<file path="src/rtl/sram_port_arbiter_if.sv">
// Client request/acknowledge bus plus the external asynchronous SRAM pins
// that sram_port_arbiter drives.
interface sram_port_arbiter_if #(
    parameter int NCH = 4,
    parameter int AW  = 21,
    parameter int DW  = 8
);
    logic [NCH-1:0]    req;
    logic [NCH-1:0]    we;
    logic [NCH*AW-1:0] addr;
    logic [NCH*DW-1:0] din;
    logic [NCH-1:0]    ack;
    logic [DW-1:0]     dout;
    logic              busy;
    logic [AW-1:0]     SRAM_ADDR;
    logic [DW-1:0]     SRAM_DATA_i;
    logic [DW-1:0]     SRAM_DATA_o;
    logic              SRAM_WE_n;
    logic              SRAM_OE_n;

    modport slave (
        input  req, we, addr, din, SRAM_DATA_i,
        output ack, dout, busy, SRAM_ADDR, SRAM_DATA_o, SRAM_WE_n, SRAM_OE_n
    );

    modport master (
        output req, we, addr, din, SRAM_DATA_i,
        input  ack, dout, busy, SRAM_ADDR, SRAM_DATA_o, SRAM_WE_n, SRAM_OE_n
    );
endinterface

</file>
<file path="src/rtl/sram_port_arbiter.sv">
// N-channel request/ack arbiter onto one asynchronous SRAM port with wait states
// and a write-recovery cycle. Define SRAM_ARB_ROUND_ROBIN_EN for round-robin grant.
module sram_port_arbiter #(
    parameter int NCH      = 4,
    parameter int AW       = 21,
    parameter int DW       = 8,
    parameter int WAIT_CYC = 1
) (
    input  logic               clka,
    input  logic               reset,
    sram_port_arbiter_if.slave bus
);
    localparam int GW = (NCH > 1) ? $clog2(NCH) : 1;

    typedef enum logic [1:0] {
        IDLE    = 2'd0,
        ACCESS  = 2'd1,
        RECOVER = 2'd2
    } state_t;

    state_t        state_reg, state_next;
    logic [GW-1:0] grant_reg, grant_next;
    logic [3:0]    wait_reg, wait_next;
    logic [NCH-1:0] ack_reg, ack_next;
    logic          busy_reg, busy_next;
    logic          we_n_reg, we_n_next;
    logic          oe_n_reg, oe_n_next;
    logic [AW-1:0] sram_addr_reg, sram_addr_next;
    logic [DW-1:0] sram_wdata_reg, sram_wdata_next;
    logic [DW-1:0] dout_reg, dout_next;

    logic [AW-1:0] addr_ch [NCH];
    logic [DW-1:0] din_ch  [NCH];
    logic          sel_valid;
    logic [GW-1:0] sel_idx;
    logic [GW-1:0] scan_idx;

    generate
        for (genvar gi = 0; gi < NCH; gi++) begin : g_unpack
            assign addr_ch[gi] = bus.addr[gi*AW +: AW];
            assign din_ch[gi]  = bus.din[gi*DW +: DW];
        end
    endgenerate

`ifdef SRAM_ARB_ROUND_ROBIN_EN
    logic [GW-1:0] ptr_reg, ptr_next;
    int            rr_pos;

    // Scan downward so the channel closest to the pointer is the last one written.
    always_comb begin
        sel_valid = 1'b0;
        sel_idx   = '0;
        scan_idx  = '0;
        rr_pos    = 0;
        for (int k = NCH - 1; k >= 0; k--) begin
            rr_pos = int'(ptr_reg) + k;
            if (rr_pos >= NCH) begin
                rr_pos = rr_pos - NCH;
            end
            scan_idx = GW'(rr_pos);
            if (bus.req[scan_idx]) begin
                sel_valid = 1'b1;
                sel_idx   = scan_idx;
            end
        end
    end
`else
    always_comb begin
        sel_valid = 1'b0;
        sel_idx   = '0;
        scan_idx  = '0;
        for (int k = NCH - 1; k >= 0; k--) begin
            scan_idx = GW'(k);
            if (bus.req[scan_idx]) begin
                sel_valid = 1'b1;
                sel_idx   = scan_idx;
            end
        end
    end
`endif

    always_comb begin
        state_next      = state_reg;
        grant_next      = grant_reg;
        wait_next       = wait_reg;
        ack_next        = '0;
        busy_next       = busy_reg;
        we_n_next       = we_n_reg;
        oe_n_next       = oe_n_reg;
        sram_addr_next  = sram_addr_reg;
        sram_wdata_next = sram_wdata_reg;
        dout_next       = dout_reg;
`ifdef SRAM_ARB_ROUND_ROBIN_EN
        ptr_next        = ptr_reg;
`endif
        case (state_reg)
            IDLE: begin
                if (sel_valid) begin
                    grant_next      = sel_idx;
                    sram_addr_next  = addr_ch[sel_idx];
                    sram_wdata_next = din_ch[sel_idx];
                    we_n_next       = ~bus.we[sel_idx];
                    oe_n_next       = bus.we[sel_idx];
                    wait_next       = 4'(WAIT_CYC);
                    busy_next       = 1'b1;
                    state_next      = ACCESS;
                end
            end
            ACCESS: begin
                if (wait_reg != 4'd0) begin
                    wait_next = wait_reg - 4'd1;
                end else begin
                    // A low OE_n marks this access as a read.
                    if (!oe_n_reg) begin
                        dout_next = bus.SRAM_DATA_i;
                    end
                    ack_next[grant_reg] = 1'b1;
                    we_n_next           = 1'b1;
                    oe_n_next           = 1'b1;
`ifdef SRAM_ARB_ROUND_ROBIN_EN
                    ptr_next = (grant_reg == GW'(NCH - 1)) ? '0 : grant_reg + GW'(1);
`endif
                    state_next = RECOVER;
                end
            end
            RECOVER: begin
                // Address and write data stay put here to give the SRAM hold time.
                busy_next  = 1'b0;
                state_next = IDLE;
            end
            default: begin
                state_next = IDLE;
            end
        endcase
    end

    always_ff @(posedge clka or posedge reset) begin
        if (reset) begin
            state_reg      <= IDLE;
            grant_reg      <= '0;
            wait_reg       <= '0;
            ack_reg        <= '0;
            busy_reg       <= 1'b0;
            we_n_reg       <= 1'b1;
            oe_n_reg       <= 1'b1;
            sram_addr_reg  <= '0;
            sram_wdata_reg <= '0;
            dout_reg       <= '0;
`ifdef SRAM_ARB_ROUND_ROBIN_EN
            ptr_reg        <= '0;
`endif
        end else begin
            state_reg      <= state_next;
            grant_reg      <= grant_next;
            wait_reg       <= wait_next;
            ack_reg        <= ack_next;
            busy_reg       <= busy_next;
            we_n_reg       <= we_n_next;
            oe_n_reg       <= oe_n_next;
            sram_addr_reg  <= sram_addr_next;
            sram_wdata_reg <= sram_wdata_next;
            dout_reg       <= dout_next;
`ifdef SRAM_ARB_ROUND_ROBIN_EN
            ptr_reg        <= ptr_next;
`endif
        end
    end

    assign bus.ack         = ack_reg;
    assign bus.busy        = busy_reg;
    assign bus.dout        = dout_reg;
    assign bus.SRAM_ADDR   = sram_addr_reg;
    assign bus.SRAM_DATA_o = sram_wdata_reg;
    assign bus.SRAM_WE_n   = we_n_reg;
    assign bus.SRAM_OE_n   = oe_n_reg;
endmodule
</file>
<file path="src/flat_wrapper.sv">
// flat-port wrapper written by rule: the top's interface ports become plain ports
module sram_port_arbiter_flat 
#(
    parameter int NCH      = 4,
    parameter int AW       = 21,
    parameter int DW       = 8,
    parameter int WAIT_CYC = 1
)
  (clka, reset, bus_req, bus_we, bus_addr, bus_din, bus_SRAM_DATA_i, bus_ack, bus_dout, bus_busy, bus_SRAM_ADDR, bus_SRAM_DATA_o, bus_SRAM_WE_n, bus_SRAM_OE_n);
  sram_port_arbiter_if #(.NCH(NCH), .AW(AW), .DW(DW)) bus_i ();
  input  logic clka;
  input  logic reset;
  input wire logic [$bits(bus_i.req)-1:0] bus_req;
  input wire logic [$bits(bus_i.we)-1:0] bus_we;
  input wire logic [$bits(bus_i.addr)-1:0] bus_addr;
  input wire logic [$bits(bus_i.din)-1:0] bus_din;
  input wire logic [$bits(bus_i.SRAM_DATA_i)-1:0] bus_SRAM_DATA_i;
  output wire logic [$bits(bus_i.ack)-1:0] bus_ack;
  output wire logic [$bits(bus_i.dout)-1:0] bus_dout;
  output wire logic [$bits(bus_i.busy)-1:0] bus_busy;
  output wire logic [$bits(bus_i.SRAM_ADDR)-1:0] bus_SRAM_ADDR;
  output wire logic [$bits(bus_i.SRAM_DATA_o)-1:0] bus_SRAM_DATA_o;
  output wire logic [$bits(bus_i.SRAM_WE_n)-1:0] bus_SRAM_WE_n;
  output wire logic [$bits(bus_i.SRAM_OE_n)-1:0] bus_SRAM_OE_n;
  assign bus_i.req = bus_req;
  assign bus_i.we = bus_we;
  assign bus_i.addr = bus_addr;
  assign bus_i.din = bus_din;
  assign bus_i.SRAM_DATA_i = bus_SRAM_DATA_i;
  assign bus_ack = bus_i.ack;
  assign bus_dout = bus_i.dout;
  assign bus_busy = bus_i.busy;
  assign bus_SRAM_ADDR = bus_i.SRAM_ADDR;
  assign bus_SRAM_DATA_o = bus_i.SRAM_DATA_o;
  assign bus_SRAM_WE_n = bus_i.SRAM_WE_n;
  assign bus_SRAM_OE_n = bus_i.SRAM_OE_n;
  sram_port_arbiter #(.NCH(NCH), .AW(AW), .DW(DW), .WAIT_CYC(WAIT_CYC)) u_core (.clka(clka), .reset(reset), .bus(bus_i));
endmodule
</file>
<file path="config.mk">
export PLATFORM = sky130hd
export DESIGN_NAME = sram_port_arbiter_flat
export DESIGN_NICKNAME = d
export VERILOG_FILES = /design/src/rtl/sram_port_arbiter_if.sv /design/src/rtl/sram_port_arbiter.sv /design/src/flat_wrapper.sv
export SDC_FILE = /design/constraint.sdc
export NUM_CORES = 1
export LEC_CHECK = 0
export CAP_MARGIN = 5
export CORE_ASPECT_RATIO = 1.4
export CORE_MARGIN = 1
export CORE_UTILIZATION = 54
export CTS_BUF_LIST = sky130_fd_sc_hd__clkbuf_2 sky130_fd_sc_hd__clkbuf_4 sky130_fd_sc_hd__clkbuf_8
export DETAILED_ROUTE_END_ITERATION = 8
export DONT_BUFFER_PORTS = 1
export HOLD_SLACK_MARGIN = 0.03
export PLACE_DENSITY = 0.66
export RECOVER_POWER = 100
export SETUP_SLACK_MARGIN = 0.05
export SLEW_MARGIN = 20
export SYNTH_ARGS = -nofsm -noshare
export SYNTH_HDL_FRONTEND = slang
export SYNTH_SLANG_ARGS = --single-unit
</file>
<file path="constraint.sdc">
create_clock -name clka -period 3.4 [get_ports clka]
set_input_delay 0.17 -clock clka [delete_from_list [all_inputs] [get_ports clka]]
set_output_delay 0.17 -clock clka [all_outputs]
set_load 0.02 [all_outputs]
</file>
# == Word-level counts from Yosys, hierarchy flattened ==
# Cells that the tools add are included.
# word_totals
register_bits,52
out_inout_bits,44
# op_classes
muxes,33
n_reduce_logical,11
n_bitwise,4
add_sub_neg,1
n_eq_ne,5
n_lt_le_gt_ge,4
# ops
operator,n
21-bit binary-select mux with 2-bit select,1
21-bit 2-to-1 mux,2
8-bit binary-select mux with 2-bit select,1
4-bit 2-to-1 mux,4
8-bit 2-to-1 mux,2
2-bit 2-to-1 mux,6
1-bit 2-to-1 mux,10
3-bit AND reduction,3
4-bit one-hot mux with 2 select lines,1
"2-bit by 3-bit < comparator with 1-bit output, second input constant",2
1-bit one-hot mux with 2 select lines,3
2-bit AND reduction,3
"2-bit by 1-bit != test with 1-bit output, second input constant",2
2-bit one-hot mux with 2 select lines,1
2-bit nonzero test,2
4-bit nonzero test,1
"4-bit by 1-bit subtractor with 4-bit output, second input constant",1
"3-bit >= comparator, second input constant",1
1-bit inverter,3
2-bit inverter with 3-bit output,1
1-bit binary-select mux with 2-bit select,1
1-bit demux with 2-bit select,1
"2-bit by 1-bit equality test with 1-bit output, second input constant",1
"2-bit equality test, second input constant",1
4 further kinds,4

# == Logic depth before layout (Yosys ltp) ==
# depth
word_depth,9
depth_mapped,7
depth_no_buf,6

# == Worst setup path before layout ==
# No wires, ideal clock.
# synth_path
path_type,reg-to-reg
startpoint,reg u_core.wait_reg[0]
endpoint,"reg u_core.dout_reg[0], in the netlist u_core.bus.dout[0]"
path_buffers,1
path_slack_ns,1.505
stages_incl_launch_ff,7
t_arrival_ns,1.770
synth_period_minus_slack_ns,1.895
path_cell_list,dfrtp_1 -> inv_1 -> ha_1 -> or3b_1 -> buf_2 -> nor4_4 -> mux2_2
# synth_via
elab_chain_len,3
# synth_lines
element,line_no,rtl
start: declaration,sram_port_arbiter.sv:23,"logic [3:0] wait_reg, wait_next;"
start signal: assignment,sram_port_arbiter.sv:155,wait_reg <= wait_next;
4-bit nonzero test,sram_port_arbiter.sv:110,if (wait_reg != 4'd0) begin
1-bit inverter (no source line),-,
3-bit AND reduction (no source line),-,
end signal: assignment,sram_port_arbiter.sv:162,dout_reg <= dout_next;
end: declaration,sram_port_arbiter.sv:30,"logic [DW-1:0] dout_reg, dout_next;"
# Every way passes these cells.
# A chain may end at the register's enable or synchronous reset.

# == Worst setup path after layout ==
# layout_path
startpoint,reg u_core.state_reg[1]
endpoint,"reg u_core.oe_n_reg, in the netlist u_core.bus.SRAM_OE_n"
# layout_via
elab_chain_len,3
# layout_lines
element,line_no,rtl
start: declaration,sram_port_arbiter.sv:21,"state_t state_reg, state_next;"
start signal: assignment,sram_port_arbiter.sv:153,state_reg <= state_next;
2-bit by 1-bit equality test with 1-bit output / 2-bit logical NOT (equally long branches),sram_port_arbiter.sv:96,case (state_reg)
"2-bit != test (no source line), or another cell as far along",-,
3-bit AND reduction (no source line),-,
end signal: assignment,sram_port_arbiter.sv:159,oe_n_reg <= oe_n_next;
end: declaration,sram_port_arbiter.sv:27,"logic oe_n_reg, oe_n_next;"
# Parallel ways exist; a longest one is shown, timed or not.

==> impl_metrics.ini <==
[sta]
period_minus_slack_ns = 2.30
fin_tns_setup_ns = 0
max_slew_margin = -0.485
fin_skew_ns = 0.00492
maxSlewViolCount = 53
tightest_slew_ns = 2.22
clock.fmax_mhz = 435
rsz0062_at_grt = false
fin_crit_sh = 0.676
hold_viol = 0
finalSetupViolations = 0

[clock_tree]
clkLatencyLatePin_ns = 0.29
clkSinkCount = 52
cts.path.max_buffers = 2
h-tree-depth = 2
ctsResizeCount = 0
cts_tree = built
root_buffer = clkbuf_8
clkSlewWorstSetupHoldPaths_ns = 0.09
cts-buffers-inserted = 5

[routing]
dr.pass1.iters = 4
drc = 0
drt-total-wl_um = 6620
vias = 2143
wire_per_inst_um = 20.1
ant_nets = 0
vias_per_cell = 6.49
drt_iter0_markers = 115

[logic_synthesis]
synth_top_area_cell = dfrtp_1
synth_seq_area_share = 0.478
yosysTopAreaCellShare = 0.459
synthCells = 263
syn_avg_cell_area_um2 = 10.4
synth.cell_area_um2 = 2730
yosys_warnings = 0
asyncSetResetFlopFracSynth = 1.00
synthAdderAreaFrac = 0.00918
ys_types = 36
ys_ff_latch = 52
synth-xor-area-share = 0.00643
yosys_most_used_dff = dfrtp_1
synth-edff-count = 0
synth_compound_area_frac = 0.218
synth_top_family_by_area = compound AO/OA/AOI/OAI gates
synth-simple-area-share = 0.116
synth.area.top_cells = dfrtp_1, mux2i_1, o221ai_1
synth.area.mux_share = 0.122
synth_fp_nets = 399

[setup_path]
crit_top_cell = o21ai_0
path_max_fanout = 22
crit_arrival_ns = 2.51
crit_chain = nor2_1 -> nand2_1 -> clkbuf_1 -> o21ai_0 -> o21ai_0
critPathRequiredTime_ns = 3.62
startpoint_type = flip-flop
crit_type = reg2reg
cp_slowest_cell = clkbuf_1
end_kind = flip-flop
slowest_delay_ns = 0.74

[placement]
dpl.cell_count = 313
hpwl_um = 4890
gp_congestion = 0.762
portBuffers = 0

[status]
outcome = finished with violations
violations = max-capacitance violations, max-slew violations

[power_and_ir_drop]
pwr-share-clk = 0.145
seqPwrFrac = 0.567
power_frac_comb = 0.288
ir_drop_mv = 0.360
p_per_area_nw_per_um2 = 862
p_int_mw = 1.42
p_leak_nw = 1.34
swShare = 0.438
p_switching_mw = 1.11

[min_path]
hp-class = in2reg

[grt]
grt_pass1_vias = 2113
grt.overflow.total = 0
grt_max_degree = 53
grt_pass1_wl_um = 9960
grt_usage = 0.252
antenna_found_initial = 0

[cells_and_area]
mostFrequentLayoutCells = dfrtp_1, nand2_1, mux2i_1, a22oi_1, o221ai_1
drive_above_1_share = 0.0940
final_nets = 401
largest_register_ffs = 21
layout_commonest_cell = dfrtp_1
syn_to_final_growth_pct = 7.58
instances_no_fill = 330
diodes = 0

[floorplanning]
ios = 178
die_area_um2 = 5340
num_rows = 30
start_util = 0.563
core_area_um2 = 4840
die_w_um = 62.0
die_y_um = 86.1

[job]
cap_violations = 1
## area by class of cell
class                   instances  area (um2)
well taps                      64        80.1
multi-input cells             180        1280
fillers                       404        1910
flip-flops and latches         52        1300
inverters                      12        46.3
clock buffers                   8        97.6
repair buffers                 14         124
## worst max-delay path, delay by kind of cell, from the launching register on
| kind | cells | cell delay, ns |
|---|---|---|
| buf+inv | 1 | 0.74 |
| simple gates | 2 | 0.69 |
| flops | 1 | 0.49 |
| compound gates | 2 | 0.29 |
## stage by stage
| stage | worst slack (ns) | instance area (um2) | power, mW | hold WS [ns] | utilization |
|---|---|---|---|---|---|
| after floorplan | 1.50 | 2730 | 2.00 | 0.322 | - |
| after global placement | 1.39 | 2750 | 2.16 | 0.322 | 0.568 |
| after detailed placement | 1.32 | 2750 | 2.18 | 0.325 | 0.568 |
| after CTS | 1.31 | 2930 | 2.56 | 0.0386 | 0.605 |
| after global routing | 0.874 | 2930 | 2.72 | 0.0927 | 0.605 |
| final | 1.10 | 2930 | 2.53 | 0.0926 | 0.605 |
## power groups by stage
stage | combinational, mW | sequential (mW) | clock (mW)
after floorplan | 0.625 | 1.37 | 0
after CTS | 0.740 | 1.44 | 0.380
after global routing | 0.837 | 1.48 | 0.402
final | 0.729 | 1.43 | 0.366
after global placement | 0.709 | 1.45 | 0
after detailed placement | 0.735 | 1.45 | 0
## cell usage after synthesis, types with 4 or more instances
cell and n:
o31ai_1 7, nand2_1 38, dfrtp_1 50, a21oi_1 4, o22ai_1 14, mux2_2 8, nor2_1 6, o21ai_0 5
buf_2 7, a22oi_1 22, and2_1 7, mux2i_1 22, clkbuf_1 9, o221ai_1 22, inv_1 12
## cell families (layout without fill, tap and decap cells)
group                      count (synthesis)  count (layout)
xor gates and xnor gates                   2               2
adders and majority gates                  2               2
AOI/OAI and AO/OA                         80              80
buffers and inverters                     31              34
and+or+nand+nor                           65              65
DFF                                       52              52
muxes                                     31              31
## metal layers
| metal | global-route usage | share of wire | vias to the layer above |
|---|---|---|---|
| met5 | 0 | 0 | - |
| met4 | 0.0768 | 0.016 | 0 |
| met3 | 0.0513 | 0.065 | 9 |
| met2 | 0.429 | 0.54 | 110 |
| met1 | 0.311 | 0.38 | 1040 |
| li1 | - | - | 984 |
## what timing repair did
item                                   CTS  global route
endpoints found under the hold margin    8            50
setup buffers                            0             0
hold buffers                             8             1
## worst paths after layout
| kind | end | startpoint | slack (ns) | cells past startpoint |
|---|---|---|---|---|
| max | u_core.bus.SRAM_OE_n$_DFFE_PP1P_ | u_core.state_reg[1]$_DFFE_PP0P_ | 1.10 | 5 |
| max in group asynchronous | u_core.bus.SRAM_ADDR[1]$_DFFE_PP0P_ | reset | 1.48 | 2 |
| max reg2reg | u_core.bus.SRAM_OE_n$_DFFE_PP1P_ | u_core.state_reg[1]$_DFFE_PP0P_ | 1.10 | 5 |
| min | u_core.bus.SRAM_ADDR[15]$_DFFE_PP0P_ | bus_addr[15] | 0.09 | 2 |
| min reg2reg | u_core.bus.ack[2]$_DFF_PP0_ | u_core.grant_reg[0]$_DFFE_PP0P_ | 0.51 | 1 |
| min in group asynchronous | u_core.grant_reg[0]$_DFFE_PP0P_ | reset | 0.92 | 2 |
(Power assumes the default switching activity.)
